`src/rtl/uart_pkg.sv`:
```
// Shared UART definitions: frame state encoding and oversampling tick positions.
// The transmitter uses the same state names.
package uart_pkg;

  localparam int unsigned OVERSAMPLE = 16;
  localparam logic [3:0]  MID_TICK   = 4'd7;
  localparam logic [3:0]  LAST_TICK  = 4'(OVERSAMPLE - 1);

  typedef enum logic [5:0] {
    IDLE   = 6'b000001,
    START  = 6'b000010,
    DATA   = 6'b000100,
    PARITY = 6'b001000,
    STOP   = 6'b010000,
    DONE   = 6'b100000
  } uart_state_t;

endpackage

```
`src/rtl/sync_2ff.sv`:
```
// Generic two-flop synchronizer for a single asynchronous input bit.
module sync_2ff #(
  parameter logic RESET_VAL = 1'b1
) (
  input  logic i_clock,
  input  logic i_reset,
  input  logic i_d,
  output logic o_q
);

  logic meta;

  always_ff @(posedge i_clock or posedge i_reset) begin
    if (i_reset) begin
      meta <= RESET_VAL;
      o_q  <= RESET_VAL;
    end else begin
      meta <= i_d;
      o_q  <= meta;
    end
  end

endmodule

```
`src/rtl/uart_rx.sv`:
```
// UART receiver: 16x oversampled, LSB-first data, replicated parity bits, 1-2 stop bits.
// Delivers each frame with a one-cycle done pulse plus parity and framing flags.
module uart_rx
  import uart_pkg::*;
#(
  parameter int unsigned DATA_WIDTH   = 8,
  parameter int unsigned STOP_WIDTH   = 1,
  parameter int unsigned PARITY_WIDTH = 1,
  parameter int unsigned PARITY_ODD   = 0
) (
  input  logic                    i_clock,
  input  logic                    i_reset,
  input  logic                    i_tick,
  input  logic                    i_rx,
  output logic [DATA_WIDTH-1:0]   o_data,
  output logic [PARITY_WIDTH-1:0] o_parity,
  output logic                    o_parity_err,
  output logic                    o_frame_err,
  output logic                    o_done_bit,
  output logic                    o_busy
);

  localparam logic [2:0] LAST_DATA = 3'(DATA_WIDTH - 1);
  localparam logic [2:0] LAST_PAR  = 3'(PARITY_WIDTH - 1);
  localparam logic [2:0] LAST_STOP = 3'(STOP_WIDTH - 1);

  logic rx_s;

  sync_2ff #(.RESET_VAL(1'b1)) u_sync (
    .i_clock (i_clock),
    .i_reset (i_reset),
    .i_d     (i_rx),
    .o_q     (rx_s)
  );

  uart_state_t             state_q, state_d;
  logic [3:0]              tick_q, tick_d;
  logic [2:0]              idx_q, idx_d;
  logic [DATA_WIDTH-1:0]   shreg_q, shreg_d;
  logic [PARITY_WIDTH-1:0] par_q, par_d;
  logic                    stop_bad_q, stop_bad_d;
  logic [DATA_WIDTH-1:0]   data_q, data_d;
  logic [PARITY_WIDTH-1:0] parity_q, parity_d;
  logic                    perr_q, perr_d;
  logic                    ferr_q, ferr_d;
  logic                    done_q, done_d;
  logic                    busy_q, busy_d;

  logic par_exp;
  logic par_bad;
  logic stop_hit;

  assign par_exp = (^shreg_q) ^ 1'(PARITY_ODD);

  always_comb begin
    par_bad = 1'b0;
    for (int unsigned i = 0; i < PARITY_WIDTH; i++) begin
      if (par_q[i] != par_exp) par_bad = 1'b1;
    end
  end

  always_comb begin
    state_d    = state_q;
    tick_d     = tick_q;
    idx_d      = idx_q;
    shreg_d    = shreg_q;
    par_d      = par_q;
    stop_bad_d = stop_bad_q;
    data_d     = data_q;
    parity_d   = parity_q;
    perr_d     = perr_q;
    ferr_d     = ferr_q;
    done_d     = 1'b0;
    busy_d     = busy_q;
    stop_hit   = stop_bad_q | ~rx_s;

    case (state_q)
      IDLE: begin
        busy_d = 1'b0;
        if (!rx_s) begin
          state_d = START;
          tick_d  = '0;
          busy_d  = 1'b1;
        end
      end
      START: begin
        if (i_tick) begin
          if (tick_q == MID_TICK) begin
            if (rx_s) begin
              state_d = IDLE;
              busy_d  = 1'b0;
            end else begin
              state_d = DATA;
              tick_d  = '0;
              idx_d   = '0;
            end
          end else begin
            tick_d = tick_q + 4'd1;
          end
        end
      end
      DATA: begin
        if (i_tick) begin
          tick_d = tick_q + 4'd1;
          if (tick_q == LAST_TICK) begin
            shreg_d[idx_q] = rx_s;
            if (idx_q == LAST_DATA) begin
              state_d = PARITY;
              idx_d   = '0;
            end else begin
              idx_d = idx_q + 3'd1;
            end
          end
        end
      end
      PARITY: begin
        if (i_tick) begin
          tick_d = tick_q + 4'd1;
          if (tick_q == LAST_TICK) begin
            for (int unsigned i = 0; i < PARITY_WIDTH; i++) begin
              if (idx_q == 3'(i)) par_d[i] = rx_s;
            end
            if (idx_q == LAST_PAR) begin
              state_d    = STOP;
              idx_d      = '0;
              stop_bad_d = 1'b0;
            end else begin
              idx_d = idx_q + 3'd1;
            end
          end
        end
      end
      STOP: begin
        // The last stop sample is folded in directly so results land together with done.
        if (i_tick) begin
          tick_d = tick_q + 4'd1;
          if (tick_q == LAST_TICK) begin
            stop_bad_d = stop_hit;
            if (idx_q == LAST_STOP) begin
              state_d  = DONE;
              done_d   = 1'b1;
              busy_d   = 1'b0;
              data_d   = shreg_q;
              parity_d = par_q;
              perr_d   = par_bad;
              ferr_d   = stop_hit;
            end else begin
              idx_d = idx_q + 3'd1;
            end
          end
        end
      end
      DONE: begin
        state_d = IDLE;
      end
      default: begin
        state_d = IDLE;
        busy_d  = 1'b0;
      end
    endcase
  end

  always_ff @(posedge i_clock or posedge i_reset) begin
    if (i_reset) begin
      state_q    <= IDLE;
      tick_q     <= '0;
      idx_q      <= '0;
      shreg_q    <= '0;
      par_q      <= '0;
      stop_bad_q <= 1'b0;
      data_q     <= '0;
      parity_q   <= '0;
      perr_q     <= 1'b0;
      ferr_q     <= 1'b0;
      done_q     <= 1'b0;
      busy_q     <= 1'b0;
    end else begin
      state_q    <= state_d;
      tick_q     <= tick_d;
      idx_q      <= idx_d;
      shreg_q    <= shreg_d;
      par_q      <= par_d;
      stop_bad_q <= stop_bad_d;
      data_q     <= data_d;
      parity_q   <= parity_d;
      perr_q     <= perr_d;
      ferr_q     <= ferr_d;
      done_q     <= done_d;
      busy_q     <= busy_d;
    end
  end

  assign o_data       = data_q;
  assign o_parity     = parity_q;
  assign o_parity_err = perr_q;
  assign o_frame_err  = ferr_q;
  assign o_done_bit   = done_q;
  assign o_busy       = busy_q;

endmodule

```
`config.mk`:
```
export PLATFORM = sky130hd
export DESIGN_NAME = uart_rx
export DESIGN_NICKNAME = d
export VERILOG_FILES = /design/src/rtl/uart_pkg.sv /design/src/rtl/sync_2ff.sv /design/src/rtl/uart_rx.sv
export SDC_FILE = /design/constraint.sdc
export NUM_CORES = 1
export LEC_CHECK = 0
export CORE_MARGIN = 3
export CORE_UTILIZATION = 62
export DETAILED_ROUTE_END_ITERATION = 8
export PLACE_DENSITY = 0.82
export SYNTH_ARGS = -nofsm -noshare
export SYNTH_HDL_FRONTEND = slang
export SYNTH_SLANG_ARGS = --single-unit
```
`constraint.sdc`:
```
create_clock -name i_clock -period 7 [get_ports i_clock]
set_clock_uncertainty 0.15 [all_clocks]
set_input_delay 0.7 -clock i_clock [delete_from_list [all_inputs] [get_ports i_clock]]
set_output_delay 0.7 -clock i_clock [all_outputs]
set_load 0.01 [all_outputs]
```
=== Yosys cells after proc, flatten, opt, wreduce, memory -nomap -nowiden ===
Index checks and enable logic that the tools add are counted.

* Logic and storage cells: 114
* Register bits: 38
* Output and inout port bits: 13
* Input port bits: 4

* Reductions and logical operators: 16
* Equal/unequal tests: 26
* Bitwise logic cells: 3
* Order comparisons: 2
* $add $sub $neg: 2
* Multiplexer cells: 51

{| class="wikitable"
|+ Operators by type and width
! kind !! number
|-
| $mux 6 || 12
|-
| $mux 3 || 13
|-
| $pmux 6 s5 || 1
|-
| $ne 2x2->1 const B || 14
|-
| $mux 4 || 4
|-
| $mux 1 || 15
|-
| $pmux 3 s4 || 1
|-
| $pmux 4 s3 || 1
|-
| $reduce_and 12->1 || 1
|-
| $reduce_and 11->1 || 1
|-
| $bwmux 8 || 1
|-
| $reduce_and 4->1 || 2
|-
| $reduce_xor 8->1 || 1
|-
| $reduce_and 7->1 || 1
|-
| $eq 6x1->1 const B || 1
|-
| $eq 6x2->1 const B || 1
|-
| $eq 6x3->1 const B || 1
|-
| $eq 6x4->1 const B || 1
|-
| $eq 6x5->1 const B || 1
|-
| $eq 6x6->1 const B || 1
|-
| $reduce_and 3->1 || 2
|-
| $reduce_and 6->1 || 1
|-
| $reduce_or 3->1 || 2
|-
| $add 4x1->4 const B || 1
|-
| 18 further kinds || 20
|}

=== Longest topological paths before layout ===
Gate-level depths: netlist (run 1).

* Depth after elaboration: 5
* Mapped depth: 7
* Depth with buffers taken out: 7

=== Cells and area by module ===
From an unflattened synthesis (run 1), not the netlist that was laid out.

* Cells, all modules: 186
* Area total of the unflattened synthesis: 1,981.9 um^2

{| class="wikitable"
|+ Modules (own cells, without submodules)
! module !! area each (um^2) !! instances !! cells each
|-
| uart_rx || 1,925.6 || 1 || 183
|-
| sync_2ff || 56.3 || 1 || 3
|}

=== Worst setup path before layout (run 1) ===
No wires, ideal clock.

* Kind: register -> register
* Start: register state_q[4]
* End: register idx_q[0]
* Library setup time: 0.128 ns
* Stages on the path, launching flop included: 8
* Slack: 4.427 ns
* Arrival: 2.295 ns
* Clock period less this slack: 2.573 ns
* Cells stage by stage: dfrtp_1 buf_6 or4_1 or3b_1 buf_6 or3_4 a21oi_4 mux2_1

* Cells in the longest elaborated chain, start to end: 3

{| class="wikitable"
|+ RTL lines
! element !! RTL line !! source
|-
| start, declared || uart_rx.sv:36 || <nowiki>uart_state_t state_q, state_d;</nowiki>
|-
| start signal, assigned || uart_rx.sv:178 || <nowiki>state_q <= state_d;</nowiki>
|-
| $eq 6x2->1, or another cell as far along || uart_rx.sv:77 || <nowiki>case (state_q)</nowiki>
|-
| $ne 2x2->1 (no source line) or $reduce_bool 4->1 (tied branches) || n/a ||
|-
| $reduce_and 11->1 (no source line) || n/a ||
|-
| end signal, assigned || uart_rx.sv:180 || <nowiki>idx_q <= idx_d;</nowiki>
|-
| end, declared || uart_rx.sv:38 || <nowiki>logic [2:0] idx_q, idx_d;</nowiki>
|}

Parallel ways exist; a longest one is shown, timed or not.
A chain may end at the register's enable or synchronous reset.

=== Worst setup path in the final report (run 1) ===
* Start: register state_q[3]
* End: register data_q[5], in the netlist o_data[5]

* Cells in the longest elaborated chain, start to end: 2

{| class="wikitable"
|+ RTL lines
! element !! RTL line !! source
|-
| $eq 6x5->1 || uart_rx.sv:77 ||
|-
| $reduce_and 4->1 (no source line) || n/a ||
|-
| end signal, assigned || uart_rx.sv:184 || <nowiki>data_q <= data_d;</nowiki>
|-
| end, declared || uart_rx.sv:42 || <nowiki>logic [DATA_WIDTH-1:0] data_q, data_d;</nowiki>
|}

No other way between the ends.

==> reports/results.txt, run 1 <==
Synth top area share - 42.53%
element type at the critical path start - flop
sequential power share - 45.0%
Syn Nets - 192
IR drop worst, VDD - 224.0 µV
chip height - 63.64 µm
max_cap viols - 0
measured slew at the worst slew-check pin - 0.9939 ns
Detailed Route Iter0 Violations - 162
die width - 63.64 µm
Seq cells post-synth - 38
Max Transition Viols Final - 0
Async S/R FF share, synth - 100.0%
Clock power frac - 32.6%
first-pass GRT wire length - 6.651 mm
relative max-transition margin - 33.38%
Fmax - 0.3239 GHz
Reg area - 954.7 µm²
Nets - 207
setup repair bufs after CTS - 0
crit path from - state_q[3]
YS warnings - 0
Mean Syn Cell Area - 11.19 µm²
synth unique cells - 52
cell with the most instances after synthesis - dfrtp_1
switching share of power - 28.72%
Pleak - 0.001096 µW
vias in the first global route - 1,385
CP Capture Type - flop
synthesized instance count - 184
Routed WL per cell - 16.28 µm
ranking of synthesized cells by area - dfrtp_1 43%, mux2_2 10%, dfstp_2 3.8%, xnor2_1 2.6%, ha_1 2.4%
HPWL after DPL - 2.760 mm
CTS buffer count - 5
Synth area leader - dfrtp_1
CP Data Arrival Time - 3.17 ns
final hold violation count - 0
worst endpoint required time - 7.08 ns
Post-Syn Area - 2059 µm²
Clock transition at path regs - 0.13 ns
Layout area overhead - 13.55%
Setup CP Type - flop to flop
sequential share of the synthesized area - 46.35%
Multi-input gate area - 1032 µm²
drt pass-1 iters - 4
cts hold-fix bufs - 0
worst reg2reg path endpoint - o_data[5]
setup tns final - 0 ns
Most used DFF post-synth - dfrtp_1
Vias/cell - 6.049
DRC Markers - 0
Post-synth EDFFs - 0
pwr dens - 245.1 nW/µm²
Tcrit/Tclk final - 44.10%
# diodes - 0
H-Tree Depth - 2
top post-synthesis cells by count - 35 x dfrtp_1, 19 x mux2_2, 10 x nand3_1, 10 x nor2_1, 8 x nor3_1
Hold Path Class - flop to flop
CP endpoint - o_data[5]
IO buf count - 16
clock tree buffer depth - 2
initial core utilization - 66.37%
Die Footprint - 4049 µm²
CTS tree - yes
Clock Latency Late Sink - 0.34 ns
proportion of power drawn by combinational gates - 22.4%
Crit Reg-Reg Startpoint - state_q[3]
Root Buffer - clkbuf_4
Final min period - 3.087 ns
Final ANT Viol Nets - 0
GPL Wtd Cong - 0.8499
# clock sinks - 38
GR Util All Layers - 20.75%
Top Ports - 17
Reg2Reg Depth - 4
CORE AREA - 3103 µm²
total detailed-routing wirelength - 3.972 mm
outcome - completed
share of cells above drive strength 1 - 19.50%
Worst R2R Setup Slack - 3.91 ns
Tot Pwr - 573.1 µW
worst-path fanout max - 13
Congestion Overflow GR - 0
Psw - 164.6 µW
via count - 1,476
RSZ-0062 raised after global routing - false
Final setup viols - 0
largest net degree at the start of global routing - 39
Pint - 408.5 µW
fill count - 239
CTS resizes - 0
initial antenna violation count - 0
row count - 20
state kept, by name, summed over array words and instances, names as in the netlist:
| register | flops |
|---|---|
| o_done_bit | 1 |
| o_parity_err | 1 |
| stop_bad_q | 1 |
| state_q | 6 |
| u_sync.meta | 1 |
| shreg_q | 8 |
| idx_q | 3 |
| o_parity | 1 |
| par_q | 1 |
| tick_q | 4 |
| o_busy | 1 |
| u_sync.o_q | 1 |
| o_data | 8 |
| o_frame_err | 1 |
power by group through the flow:
| stage | Clock (µW) | Combinational (µW) | Sequential, µW |
|---|---|---|---|
| 3_3_place_gp | 0 | 121 | 259 |
| 2_1_floorplan | 0 | 109 | 252 |
| 3_5_place_dp | 0 | 126 | 261 |
| 4_1_cts | 190 | 128 | 257 |
| 5_1_grt | 201 | 139 | 260 |
| 6_report | 187 | 128 | 258 |
through the flow:
step | cell area (µm²) | instances | setup slack [ns] | utilization [%] | hold slack, ns
6_report | 2338 | 244 | 3.913 | 75.36 | 0.2226
5_1_grt | 2338 | 244 | 3.758 | 75.36 | 0.2313
4_1_cts | 2338 | 244 | 3.963 | 75.36 | 0.2250
3_5_place_dp | 2232 | 236 | 3.909 | 71.94 | 0.2065
3_3_place_gp | 2232 | 236 | 4.034 | 71.94 | 0.1976
2_1_floorplan | 2059 | 184 | 4.427 | - | 0.1952
placed cells by master (no fill, tap or decap), drive strengths merged, types with 6 or more instances in the layout:
cell            n
nor3            9
xnor2           6
nor2b           6
nand2           6
o21ai           6
nor2           10
dfrtp          35
mux2           23
clkdlybuf4s50  16
nand3          10
inv             6
worst min-delay path by stage:
stage | end | cells after the start | start
global placement | u_sync.o_q | 0 | u_sync.meta
global route | u_sync.o_q | 0 | u_sync.meta
floorplan | u_sync.o_q | 0 | u_sync.meta
CTS | u_sync.o_q | 0 | u_sync.meta
finish | u_sync.o_q | 0 | u_sync.meta
detailed placement | u_sync.o_q | 0 | u_sync.meta
per-layer routing:
metal,share of wire (%),GRT usage [%],vias to the layer above,wire [µm]
met4,0.86,4.043,0,34
met1,48,29.65,729,1888
met3,4.5,3.922,4,177
met5,0,0,-,0
li1,-,-,701,-
met2,47,33.12,42,1871
critical path, cell delays in order, from the launching register on:
cell and delay, ns:
dfrtp_1 0.53, nor4_1 0.63, nand2_1 0.35, nor3_2 0.89
mux2_2 0.42
layout make-up:
type                            instances  share of cell area (%)
Multi-Input combinational cell        131                   44.14
Sequential cell                        38                   40.82
Clock buffer                            5                   1.605
Timing Repair Buffer                   17                   7.170
Tap cell                               44                   2.354
Inverter                                6                  0.9631
Clock inverter                          3                   2.943
kinds of logic after synthesis:
logic type | share of synthesized area (%)
XOR/XNOR | 4.678
buffers and inverters | 3.523
multiplexers | 14.22
flip-flops | 46.36
AO/OA/AOI/OAI | 11.60
AND/OR/NAND/NOR | 17.19
adder cells (fa/ha/maj) | 2.430
Note: power is estimated with default switching activity, not from simulation.
==> run 2: changes to the inputs <==
Settings changed: CORE_UTILIZATION 62 to 52, PLACE_DENSITY 0.82 to 0.74.
Clock period 7 ns to 2.7 ns, I/O delays scaled along.
==> reports/results.txt, run 2 (synthesis results as in run 1) <==
outcome - completed
Tcrit/Tclk final - 95.27% (+51 points)
worst-path fanout max - 7 (-6)
GPL Wtd Cong - 0.8707 (+2.4%)
Final setup viols - 0 (unchanged)
RSZ-0062 raised after global routing - false
hold slack - 0.2126 ns (-0.009947 ns)
IO buf count - 16 (unchanged)
via count - 1,512 (+2.4%)
Setup CP Type - flop to flop
largest net degree at the start of global routing - 39 (unchanged)
clock tree buffer depth - 2 (unchanged)
slowest cell on the critical path - or4_1
Vias/cell - 5.883 (-2.7%)
element type at the critical path start - flop
measured slew at the worst slew-check pin - 0.5569 ns (-0.4369 ns)
worst endpoint required time - 2.73 ns (-4.35 ns)
drt pass-1 iters - 4 (unchanged)
Crit. path cell count - 6 (+2)
Final min period - 2.572 ns (-0.5149 ns)
hold path cells - 0 (unchanged)
setup tns final - 0 ns (unchanged)
commonest non-fill, non-tap cell in the layout - dfrtp_1
IR drop worst, VDD - 417.7 µV (+87%)
Hold Path Class - flop to flop
Max Transition Viols Final - 0 (unchanged)
HPWL after DPL - 2.947 mm (+6.8%)
GR Util All Layers - 20.38% (-0.37 points)
max_cap viols - 0 (unchanged)
CTS buffer count - 5 (unchanged)
crit path from - state_q[5]
total detailed-routing wirelength - 4.180 mm (+5.2%)
Reg2Reg Depth - 6 (+2)
die width - 68.93 µm (+8.3%)
Die Footprint - 4751 µm² (+17%)
# diodes - 0 (unchanged)
final hold violation count - 0 (unchanged)
crit-path max cell delay - 0.53 ns (-0.36 ns)
Clock Latency Late Sink - 0.29 ns (-0.05 ns)
share of cells above drive strength 1 - 22.97% (+3.5 points)
relative max-transition margin - 62.87% (+29 points)
Clock transition at path regs - 0.07 ns (-0.06 ns)
row count - 22 (+10%)
Pleak - 0.001150 µW (+4.9%)
Detailed Route Iter0 Violations - 76 (-53%)
initial core utilization - 55.01% (-11 points)
Root Buffer - clkbuf_8
CTS tree - yes
vias in the first global route - 1,519 (+9.7%)
Crit path max-delay family - simple AND/OR/NAND/NOR gates
cts hold-fix bufs - 0 (unchanged)
Layout area overhead - 17.74%
Top Ports - 17 (unchanged)
WP buf/inv - 1 (+1)
chip height - 68.93 µm (+8.3%)
CTS resizes - 0 (unchanged)
H-Tree Depth - 2 (unchanged)
initial antenna violation count - 0 (unchanged)
Final ANT Viol Nets - 0 (unchanged)
min-delay src - u_sync.meta
# clock sinks - 38 (unchanged)
Congestion Overflow GR - 0 (unchanged)
pwr dens - 628.2 nW/µm² (+160%)
Routed WL per cell - 16.26 µm (about the same)
Nets - 217 (+4.8%)
CP Data Arrival Time - 2.60 ns (-0.57 ns)
Fmax - 0.3887 GHz (+20%)
setup repair bufs after CTS - 0 (unchanged)
Worst R2R Setup Slack - 0.13 ns (-3.79 ns)
fill count - 321 (+34%)
first-pass GRT wire length - 7.038 mm (+5.8%)
CP Capture Type - flop
commonest cells after routing, fill and taps aside - 35 x dfrtp_1, 19 x mux2_2, 16 x clkdlybuf4s50_1, 11 x buf_4
critical path cell sequence - or4_1 > or3b_1 > buf_4 > a22o_1 > o211ai_4 > mux2_4
DRC Markers - 0 (unchanged)
CORE AREA - 3744 µm² (+21%)
Tot Pwr - 1523 µW (+170%)
Crit Reg-Reg Startpoint - state_q[5]
==> run 2: changes by cell type in the layout (fill, tap and decap cells not counted), sizes merged <==
cell / previous run / this run
bufinv: 2 / 1
clkinv: 1 / 0
clkbuf: 5 / 6
buf: 1 / 11
==> run 2: path summary, 6_finish.rpt <==
| kind | end |
|---|---|
| max | state_q[3] |
| min | u_sync.o_q |
| max reg2reg | state_q[3] |
| min reg2reg | u_sync.o_q |
| max in group asynchronous | state_q[0] |
| min in group asynchronous | o_data[1] |
==> run 2: metrics by stage <==
step / cell area, µm² / instances / setup slack [ns] / utilization, %
2_1_floorplan: 2059 / 184 / 0.1272 / -
3_3_place_gp: 2312 / 250 / 0.2120 / 61.76
3_5_place_dp: 2312 / 250 / 0.1614 / 61.76
4_1_cts: 2425 / 257 / 0.1390 / 64.77
5_1_grt: 2425 / 257 / 0.07721 / 64.77
6_report: 2425 / 257 / 0.1276 / 64.77
==> run 2: report_power, final <==
part / total (µW) / internal, µW / switching [µW]
registers: 671 / 615 / 55.4
logic: 367 / 182 / 185
clock network: 486 / 295 / 190
total: 1520 / 1090 / 431
==> run 2: worst register-to-register path: cells and delay by family, from the launching register on <==
| kind | cells | cell delay, ns |
|---|---|---|
| compound gates | 2 | 0.40 |
| buf+inv | 1 | 0.20 |
| flops | 1 | 0.38 |
| mux | 1 | 0.32 |
| simple gates | 2 | 1.00 |
==> run 2: area by class of cell <==
type                       count  area (µm²)  share of cell area, %
multi-input combinational    131        1032                  42.57
sequential                    38       954.7                  39.37
timing repair buffer          27       242.7                  10.01
clock buffer                   6       82.58                  3.406
tap                           48       60.06                  2.477
clock inverter                 1       30.03                  1.238
inverter                       6       22.52                 0.9288
==> run 2: metal layers <==
metal	vias up	part of all wire [%]	wire length, µm	GRT usage [%]
li1	721	-	-	-
met1	734	44	1820	26.82
met2	50	49	2049	31.55
met3	7	5.7	237	5.511
met4	0	1.8	74	8.759
met5	-	0	0	0
